### config.mk
export PLATFORM = sky130hd
export DESIGN_NAME = seq_serializer
export DESIGN_NICKNAME = d
export VERILOG_FILES = /design/src/rtl/seq_serializer.sv
export SDC_FILE = /design/constraint.sdc
export NUM_CORES = 1
export LEC_CHECK = 0
export ABC_AREA = 1
export CORE_UTILIZATION = 45
export DETAILED_ROUTE_END_ITERATION = 7
export PLACE_DENSITY_LB_ADDON = 0.15
export SLEW_MARGIN = 20
export SYNTH_ARGS = -nofsm -noshare
export SYNTH_HDL_FRONTEND = slang
export SYNTH_SLANG_ARGS = --single-unit
### constraint.sdc
create_clock -name clk -period 1.8 [get_ports clk]
set_input_delay 0.18 -clock clk [delete_from_list [all_inputs] [get_ports clk]]
set_output_delay 0.18 -clock clk [all_outputs]
set_load 0.01 [all_outputs]
### src/rtl/seq_serializer.sv
// ---------------------------------------------------------------------------
// seq_serializer
//
// Purpose:
//   Turns parallel words into a serial bit stream, one bit per clock. The
//   stream feeds a downstream "001" sequence detector. Words can follow each
//   other with no gap. When no payload bit is present, the line rests at
//   IDLE_BIT so the detector stays in its start state.
//
// Parameters:
//   WIDTH      word width in bits (2..32)
//   MSB_FIRST  1: din[WIDTH-1] is sent first, 0: din[0] is sent first
//   IDLE_BIT   level driven on sout when no payload bit is valid
//
// Ports:
//   clk          in   rising-edge clock
//   rst          in   synchronous active-low reset
//   din          in   parallel word to serialize
//   din_valid    in   din holds a word to transfer
//   din_ready    out  block can accept din this cycle (combinational)
//   sout         out  serial bit stream (registered)
//   sout_valid   out  sout carries a payload bit this cycle (registered)
//   frame_start  out  one-cycle pulse with the first bit of each word (registered)
//   busy         out  high while a word is being shifted (registered)
// ---------------------------------------------------------------------------
module seq_serializer #(
  parameter int WIDTH     = 8,
  parameter bit MSB_FIRST = 1'b1,
  parameter bit IDLE_BIT  = 1'b1
) (
  input  logic             clk,
  input  logic             rst,
  input  logic [WIDTH-1:0] din,
  input  logic             din_valid,
  output logic             din_ready,
  output logic             sout,
  output logic             sout_valid,
  output logic             frame_start,
  output logic             busy
);

  localparam int CNT_W = (WIDTH > 1) ? $clog2(WIDTH) : 1;
  localparam logic [CNT_W-1:0] LAST_CNT = CNT_W'(WIDTH - 1);

  typedef enum logic {
    IDLE  = 1'b0,
    SHIFT = 1'b1
  } state_t;

  state_t           state;
  state_t           state_next;
  logic [CNT_W-1:0] cnt;
  logic [CNT_W-1:0] cnt_next;
  logic [WIDTH-1:0] shreg;
  logic [WIDTH-1:0] shreg_next;
  logic             sout_next;
  logic             valid_next;
  logic             frame_next;
  logic             busy_next;
  logic             last_bit;
  logic             accept;

  // In SHIFT, cnt is the index of the bit that sout is showing right now.
  // So the final bit of a word is on the line when cnt == LAST_CNT. That is
  // the only SHIFT cycle in which a new word may be loaded.
  assign last_bit = (cnt == LAST_CNT);

  // Next-state and next-output logic.
  // The registered sout always carries the bit being emitted. shreg holds
  // the bits that have not been emitted yet, pre-shifted so the next bit to
  // send always sits at the outgoing end. When a word is loaded, its first
  // bit goes straight to sout and the remainder goes into shreg. This gives
  // the one-edge latency and lets the last bit of one word be followed by
  // the first bit of the next word with no gap.
  always_comb begin
    state_next = state;
    cnt_next   = cnt;
    shreg_next = shreg;
    sout_next  = IDLE_BIT;
    valid_next = 1'b0;
    frame_next = 1'b0;
    busy_next  = 1'b0;
    din_ready  = 1'b0;

    case (state)
      IDLE:    din_ready = 1'b1;
      SHIFT:   din_ready = last_bit;
      default: din_ready = 1'b0;
    endcase

    // The block refuses words while reset is asserted, so no word can slip
    // in on a reset edge.
    if (!rst) begin
      din_ready = 1'b0;
    end

    accept = din_ready && din_valid;

    if (accept) begin
      state_next = SHIFT;
      cnt_next   = '0;
      valid_next = 1'b1;
      frame_next = 1'b1;
      busy_next  = 1'b1;
      if (MSB_FIRST) begin
        sout_next  = din[WIDTH-1];
        shreg_next = {din[WIDTH-2:0], 1'b0};
      end else begin
        sout_next  = din[0];
        shreg_next = {1'b0, din[WIDTH-1:1]};
      end
    end else if ((state == SHIFT) && !last_bit) begin
      cnt_next   = cnt + CNT_W'(1);
      valid_next = 1'b1;
      busy_next  = 1'b1;
      if (MSB_FIRST) begin
        sout_next  = shreg[WIDTH-1];
        shreg_next = {shreg[WIDTH-2:0], 1'b0};
      end else begin
        sout_next  = shreg[0];
        shreg_next = {1'b0, shreg[WIDTH-1:1]};
      end
    end else begin
      // Either idle with nothing offered, or the last bit just went out and
      // no follow-on word arrived. The line drops back to its resting level.
      state_next = IDLE;
      cnt_next   = '0;
    end
  end

  // State register and registered outputs.
  // Reset throws away any word in flight. After reset, the next accepted
  // word starts cleanly from its first bit.
  always_ff @(posedge clk) begin
    if (!rst) begin
      state       <= IDLE;
      cnt         <= '0;
      shreg       <= '0;
      sout        <= IDLE_BIT;
      sout_valid  <= 1'b0;
      frame_start <= 1'b0;
      busy        <= 1'b0;
    end else begin
      state       <= state_next;
      cnt         <= cnt_next;
      shreg       <= shreg_next;
      sout        <= sout_next;
      sout_valid  <= valid_next;
      frame_start <= frame_next;
      busy        <= busy_next;
    end
  end

endmodule

Word level (Yosys, flattened, before mapping). Index checks and enable logic that the tools add are counted. Widths: inputs -> output; s select.

Register bits after elaboration: 14.

Bitwise operators: 3. Reductions and logical operators: 5. Muxes and demuxes: 11. Equality and inequality tests: 2. Add/sub/neg operators: 1.

Operators with widths (number): $mux 8 (2); $mux 1 (8); $add 3x1->3 const B (1); $eq 3x3->1 const B (1); $not 1->1 (3); $reduce_or 3->1 (1); $logic_and 1x1->1 (2); $ne 2x2->1 const B (1); $pmux 1 s2 (1); $reduce_bool 2->1 (1); $logic_not 1->1 (1).

Depth between registers and ports, before layout. Gate-level depths: netlist (run 1).

Depth after elaboration: 5. Depth in mapped cells: 9.

Least setup slack after synthesis (run 1). Ideal clock, no wire load.

Path kind: reg2reg. Start: register cnt[0]. End: register sout. Data arrival time: 1146 ps. Required time: 1685 ps. Setup time: 115 ps. Path buffers: 0. Stages on the path, launching flop included: 9. Slack: 539 ps. Cells stage by stage: dfxtp_1 -> ha_1 -> ha_1 -> inv_2 -> nand2_4 -> inv_2 -> nand2_1 -> o22ai_1 -> inv_1.

Longest elaborated chain between the ends: 5.

RTL lines: start: declaration (line 52) `logic [CNT_W-1:0] cnt;`; start signal: assignment (line 145) `cnt <= cnt_next;`; $eq 3x3->1 (*) (line 66) `assign last_bit = (cnt == LAST_CNT);`; $pmux 1 s2 or $logic_not 1->1 (tied branches) (line 85, 112); $mux 1 or $logic_and 1x1->1 (tied branches) (line 93, 112); $logic_and 1x1->1 or $mux 1 (tied branches) (line 97, 112); $mux 1 (*) (line 99) `if (accept) begin`; end signal: assignment (line 147) `sout <= sout_next;`; end: declaration (line 36) `output logic sout,`.

Every way passes the cells marked *; elsewhere a longest branch is shown, timed or not. A chain may end at the register's enable or synchronous reset.

Worst setup path after layout (run 1).
Start: register cnt[0]. End: output port din_ready.

Longest elaborated chain between the ends: 3.

RTL lines: $eq 3x3->1 (line 66); $pmux 1 s2 (line 85) `case (state)`; $mux 1 (line 93) `if (!rst) begin`; end: declaration (line 35) `output logic din_ready,`.

Every way passes these cells.

==> reports/qor.csv, run 1 <==
stage,metric,value,unit
layout,nets@finish,118,
drt,Post-route DRC,0,
grt,overall global routing resource usage,19.5,%
drt,post-route ant nets,0,
floorplan,Die Width,40.1,um
synthesis,Syn Nets,98,
layout,# diodes,0,
worst_setup_path,critical path class,flop to primary output,
synthesis,register area share after synthesis,42.9,%
outcome,outcome,completed,
worst_setup_path,cell family with most CP delay,adder cells,
floorplan,Core Area,1320,sq um
power_and_ir_drop,Net Sw Frac,24.7,%
clock_tree,CTS Hold Buffers Added,0,
floorplan,die area,1610,sq um
power_and_ir_drop,Clk network pwr share,33.9,%
power_and_ir_drop,Cell Pwr Density,787,nW/um^2
clock_tree,CTS buffer count,3,
layout,share of cells above drive strength 1,18.3,%
clock_tree,CTS H-tree depth,1,
grt,antenna violations before repair,0,
worst_setup_path,crit path DAT,1.45,ns
floorplan,Initial Utilization,49.6,%
clock_tree,Clock Sinks,14,
synthesis,Avg Inst Size Synth,7.68,sq um
layout,"commonest non-fill, non-tap cells in the layout","22 x nor2_1, 14 x dfxtp_1, 14 x clkdlybuf4s50_1",
drt,Total Routed Length,1250,um
power_and_ir_drop,Leak,0.379,nW
clock_tree,TritonCTS clock tree,done,
sta,Worst Max-Slew Pin Slew,0.224,ns
clock_tree,Worst-Skew Late Latency,0.28,ns
grt,first-pass GRT wire length,1990,um
clock_tree,root buf cell,clkbuf_4,
sta,Setup Skew,0.00203,ns
drt,Vias/cell,4.81,
sta,unrepaired setup endpoints after global routing,false,
synthesis,Syn Std Cell Area,653,sq um
power_and_ir_drop,combinational share of power,16.8,%
synthesis,warnings from Yosys,0,
worst_setup_path,crit end category,primary output,
floorplan,boundary pin count,16,
drt,initial drt markers,7,
min_path,worst min path class,flop to flop,
layout,fillers,129,
placed_design,Placer Congestion,0.735,
grt,Overflow after GRT,0,
placed_design,I/O Buffers,15,
placed_design,dpl hpwl,929,um
sta,period utilization,90.6,%
grt,vias in the first global route,508,
power_and_ir_drop,peak supply drop,394,uV
power_and_ir_drop,Int Power,0.505,mW
clock_tree,post_cts resized,1,
power_and_ir_drop,total power draw,0.670,mW
drt,WL per Instance,10.5,um
worst_setup_path,delay of the slowest critical-path stage,0.32,ns
worst_setup_path,crit-path cells,ha_1 -> ha_1 -> inv_2 -> nand2_4 -> inv_2 -> nor2_1 -> dlygate4sd2_1,
power_and_ir_drop,sequential cell fraction of total power,49.4,%
sta,max frequency,614,MHz
clock_tree,"Clk pin slew, worst setup/hold paths",0.09,ns
clock_tree,"Setup Fix Bufs, Post-CTS",0,
layout,Syn-to-layout area delta,30.5,%
worst_setup_path,Crit path required time,1.62,ns
run,max cap viols,0,
sta,final setup TNS,0,ns
worst_setup_path,slowest CP cell,dfxtp_1,
sta,# setup viols final,0,
sta,Pins Over Slew Limit,0,
drt,DR pass1 iterations,4,
clock_tree,clock buffer depth,2,
floorplan,Std-Cell Rows,13,
synthesis,Seq cells post-synth,14,
drt,Vias,572,
grt,largest net degree at the start of global routing,12,
power_and_ir_drop,Psw,0.165,mW
sta,final hold violations,0,
worst_setup_path,Startpoint Class,flop,
synthesis,Synth cell types,19,
floorplan,Die H,40.1,um
layout,"commonest non-fill, non-tap cell in the layout",nor2_1,
synthesis,Gate Count Post-Synth,85,
worst_setup_path,"Buf+Inv Stages, Crit Path",3,
sta,relative slew slack,85.0,%
sta,Final min period,1.63,ns
worst_setup_path,CP max FO,2,
-- stage by stage --
| step | std cells | cell area, sq um | hold slack, ns | utilization, % | setup WS (ns) |
|---|---|---|---|---|---|
| after floorplan | 85 | 653 | 0.301 | - | 0.539 |
| after global placement | 115 | 817 | 0.406 | 62.0 | 0.258 |
| after detailed placement | 115 | 817 | 0.425 | 62.0 | 0.223 |
| after CTS | 119 | 852 | 0.437 | 64.7 | 0.148 |
| after global routing | 119 | 852 | 0.464 | 64.7 | 0.0662 |
| final | 119 | 852 | 0.433 | 64.7 | 0.170 |
-- routing by layer --
layer  wire, um  up-vias  track usage (%)
met5          0        -                0
met4          6        0             5.17
met3         49        2             10.0
met2        639       17             32.7
met1        549      253             21.5
li1           -      300                -
-- registers in the layout, indices dropped and copies added (netlist names) --
signal,count
busy,1
cnt,3
frame_start,1
shreg,7
sout,1
state,1
-- synth_stat cells --
cell type | instances | area [sq um]
inv_4 | 1 | 6.26
nand2_2 | 1 | 6.26
ha_1 | 2 | 25.0
buf_2 | 1 | 5.00
nand4_1 | 6 | 37.5
inv_1 | 9 | 33.8
buf_6 | 2 | 22.5
nor2_1 | 22 | 82.6
buf_4 | 2 | 15.0
nand2_1 | 13 | 48.8
inv_2 | 4 | 15.0
o21ai_4 | 1 | 16.3
a21oi_1 | 2 | 10.0
o22ai_1 | 1 | 6.26
nand3_1 | 1 | 5.00
dfxtp_1 | 14 | 280
nand2_4 | 1 | 11.3
nand3_4 | 1 | 17.5
a21oi_2 | 1 | 8.76
-- cells by family after synthesis --
group	Yosys count	share of synthesized area, %
simple gates	45	32.0
fa+ha+maj	2	3.83
flops	14	42.9
compound gates	5	6.32
buf+inv	19	14.9
-- power groups by stage --
stage,clock network [mW],registers (mW),logic [mW]
floorplan,0,0.340,0.0633
global placement,0,0.338,0.111
detailed placement,0,0.338,0.114
CTS,0.241,0.331,0.113
global route,0.254,0.333,0.125
finish,0.227,0.331,0.112
-- area by class of cell --
type                    instances  area [sq um]  area share [%]
flip-flops and latches         14           280            32.9
inverters                      14          55.1            6.46
well taps                      15          18.8            2.20
clock buffers                   4          36.3            4.26
repair buffers                 20           186            21.9
multi-input cells              52           275            32.3
-- worst paths after layout --
check              end  slack [ns]  cells past startpoint  startpoint
max reg2reg       sout        0.36                      9      cnt[0]
min reg2reg     cnt[0]        0.43                      1      cnt[0]
max          din_ready        0.17                      7      cnt[0]
min             cnt[0]        0.43                      1      cnt[0]
Power figures use the tool's default switching activity.
==> run 2: changes to the inputs <==
--- a/config.mk
+++ b/config.mk
@@ -8,7 +8,7 @@
 export ABC_AREA = 1
 export CORE_UTILIZATION = 45
 export DETAILED_ROUTE_END_ITERATION = 7
-export PLACE_DENSITY_LB_ADDON = 0.15
+export PLACE_DENSITY_LB_ADDON = 0.1
 export SLEW_MARGIN = 20
 export SYNTH_ARGS = -nofsm -noshare
 export SYNTH_HDL_FRONTEND = slang
==> reports/qor.csv, run 2 (synthesis results as in run 1) <==
stage,metric,value,unit
floorplan,Core Area,1320,sq um
clock_tree,CTS buffer count,3,
worst_setup_path,slowest CP cell,dfxtp_1,
floorplan,die area,1610,sq um
drt,wire length on met3,60,um
drt,max layer used,met4,
clock_tree,TritonCTS clock tree,done,
power_and_ir_drop,Cell Pwr Density,785,nW/um^2
floorplan,Std-Cell Rows,13,
layout,share of cells above drive strength 1,17.5,%
drt,WL per Instance,9.83,um
grt,overall global routing resource usage,19.1,%
sta,final setup TNS,0,ns
layout,nets@finish,117,
layout,max reg flops,7,
layout,fillers,130,
drt,initial drt markers,5,
grt,antenna violations before repair,0,
sta,Setup Skew,0.00281,ns
drt,Total Routed Length,1160,um
worst_setup_path,critical path class,flop to primary output,
run,max cap viols,0,
layout,"commonest non-fill, non-tap cell in the layout",nor2_1,
worst_setup_path,crit end category,primary output,
placed_design,Placer Congestion,0.763,
sta,max frequency,612,MHz
worst_setup_path,crit path DAT,1.45,ns
worst_setup_path,CP max FO,2,
layout,Biggest register,shreg,
layout,Final Instance Count excl. Fillers,118,
placed_design,dpl hpwl,868,um
min_path,worst min path class,flop to flop,
worst_setup_path,delay of the slowest critical-path stage,0.32,ns
grt,vias in the first global route,463,
sta,period utilization,90.7,%
grt,first-pass GRT wire length,1940,um
clock_tree,Clock Sinks,14,
sta,Worst Max-Slew Pin Slew,0.201,ns
worst_setup_path,Startpoint Class,flop,
clock_tree,"Clk pin slew, worst setup/hold paths",0.08,ns
clock_tree,CTS H-tree depth,1,
placed_design,I/O Buffers,15,
power_and_ir_drop,peak supply drop,582,uV
drt,Post-route DRC,0,
power_and_ir_drop,Leak,0.374,nW
clock_tree,root buf cell,clkbuf_4,
floorplan,Die Width,40.1,um
drt,Routed met2 length,615,um
drt,Vias,565,
sta,Pins Over Slew Limit,0,
layout,# diodes,0,
grt,largest net degree at the start of global routing,12,
outcome,outcome,completed,
sta,relative slew slack,86.6,%
sta,Final min period,1.63,ns
clock_tree,clock buffer depth,2,
drt,Vias/cell,4.79,
floorplan,Die H,40.1,um
worst_setup_path,Crit path required time,1.62,ns
sta,# setup viols final,0,
layout,top flop regs,"shreg x7, cnt x3",
drt,post-route ant nets,0,
drt,DRT met1 WL,477,um
floorplan,boundary pin count,16,
drt,DR pass1 iterations,4,
floorplan,Initial Utilization,49.6,%
sta,unrepaired setup endpoints after global routing,false,
worst_setup_path,crit-path cells,ha_1 -> ha_1 -> inv_2 -> nand2_4 -> inv_2 -> nor2_1 -> dlygate4sd2_1,
layout,Syn-to-layout area delta,29.3,%
grt,Overflow after GRT,0,
layout,"commonest non-fill, non-tap cells in the layout","22 x nor2_1, 14 x dfxtp_1, 14 x clkdlybuf4s50_1",
clock_tree,Worst-Skew Late Latency,0.28,ns
sta,final hold violations,0,
placed_design,DP Cell Count,114,
==> run 2: repair_timing <==
action | in CTS | in global routing
hold buffers | 0 | 0
gates resized for setup | 1 | 0
setup endpoints to repair | 1 | 0
setup buffers | 0 | 0
hold endpoints to repair | 0 | 0
==> run 2: area by class of cell <==
class                           count  area [sq um]  area share (%)
Tap cell                           15          18.8            2.22
Multi-Input combinational cell     52           275            32.6
Timing Repair Buffer               19           179            21.2
Clock buffer                        4          36.3            4.30
Sequential cell                    14           280            33.2
Inverter                           14          55.1            6.52
==> run 2: final timing paths <==
kind | end | from | slack [ns] | cells past startpoint
max | din_ready | cnt[0] | 0.17 | 7
min | cnt[0] | cnt[0] | 0.42 | 1
max reg2reg | shreg[2] | cnt[0] | 0.39 | 9
min reg2reg | cnt[0] | cnt[0] | 0.42 | 1
==> run 2: per-stage QoR <==
step / setup WS (ns) / hold WS (ns) / power (mW) / util (%) / cell area (sq um)
after detailed placement: 0.159 / 0.413 / 0.449 / 61.4 / 810
after global routing: 0.0643 / 0.439 / 0.701 / 64.1 / 845
after floorplan: 0.539 / 0.301 / 0.403 / - / 653
after CTS: 0.143 / 0.426 / 0.672 / 64.1 / 845
after global placement: 0.191 / 0.406 / 0.448 / 61.4 / 810
final: 0.167 / 0.420 / 0.663 / 64.1 / 845
==> run 2: report_power, final <==
group	internal [mW]	leakage [nW]	switching, mW
combinational	0.0557	0.238	0.0523
clock	0.123	0.0210	0.101
sequential	0.324	0.115	0.00681
==> run 2: worst max-delay path: cells and delay by family (launching register included) <==
kind                       cells  cell delay (ns)
adders and majority gates      2             0.38
DFF                            1             0.32
buffers and inverters          3             0.40
and+or+nand+nor                2             0.07
==> run 2: per-layer routing <==
| layer | vias to the layer above | GRT usage (%) |
|---|---|---|
| met5 | - | 0 |
| met4 | 0 | 5.17 |
| met3 | 2 | 10.0 |
| met2 | 10 | 32.3 |
| met1 | 254 | 20.7 |
| li1 | 299 | - |
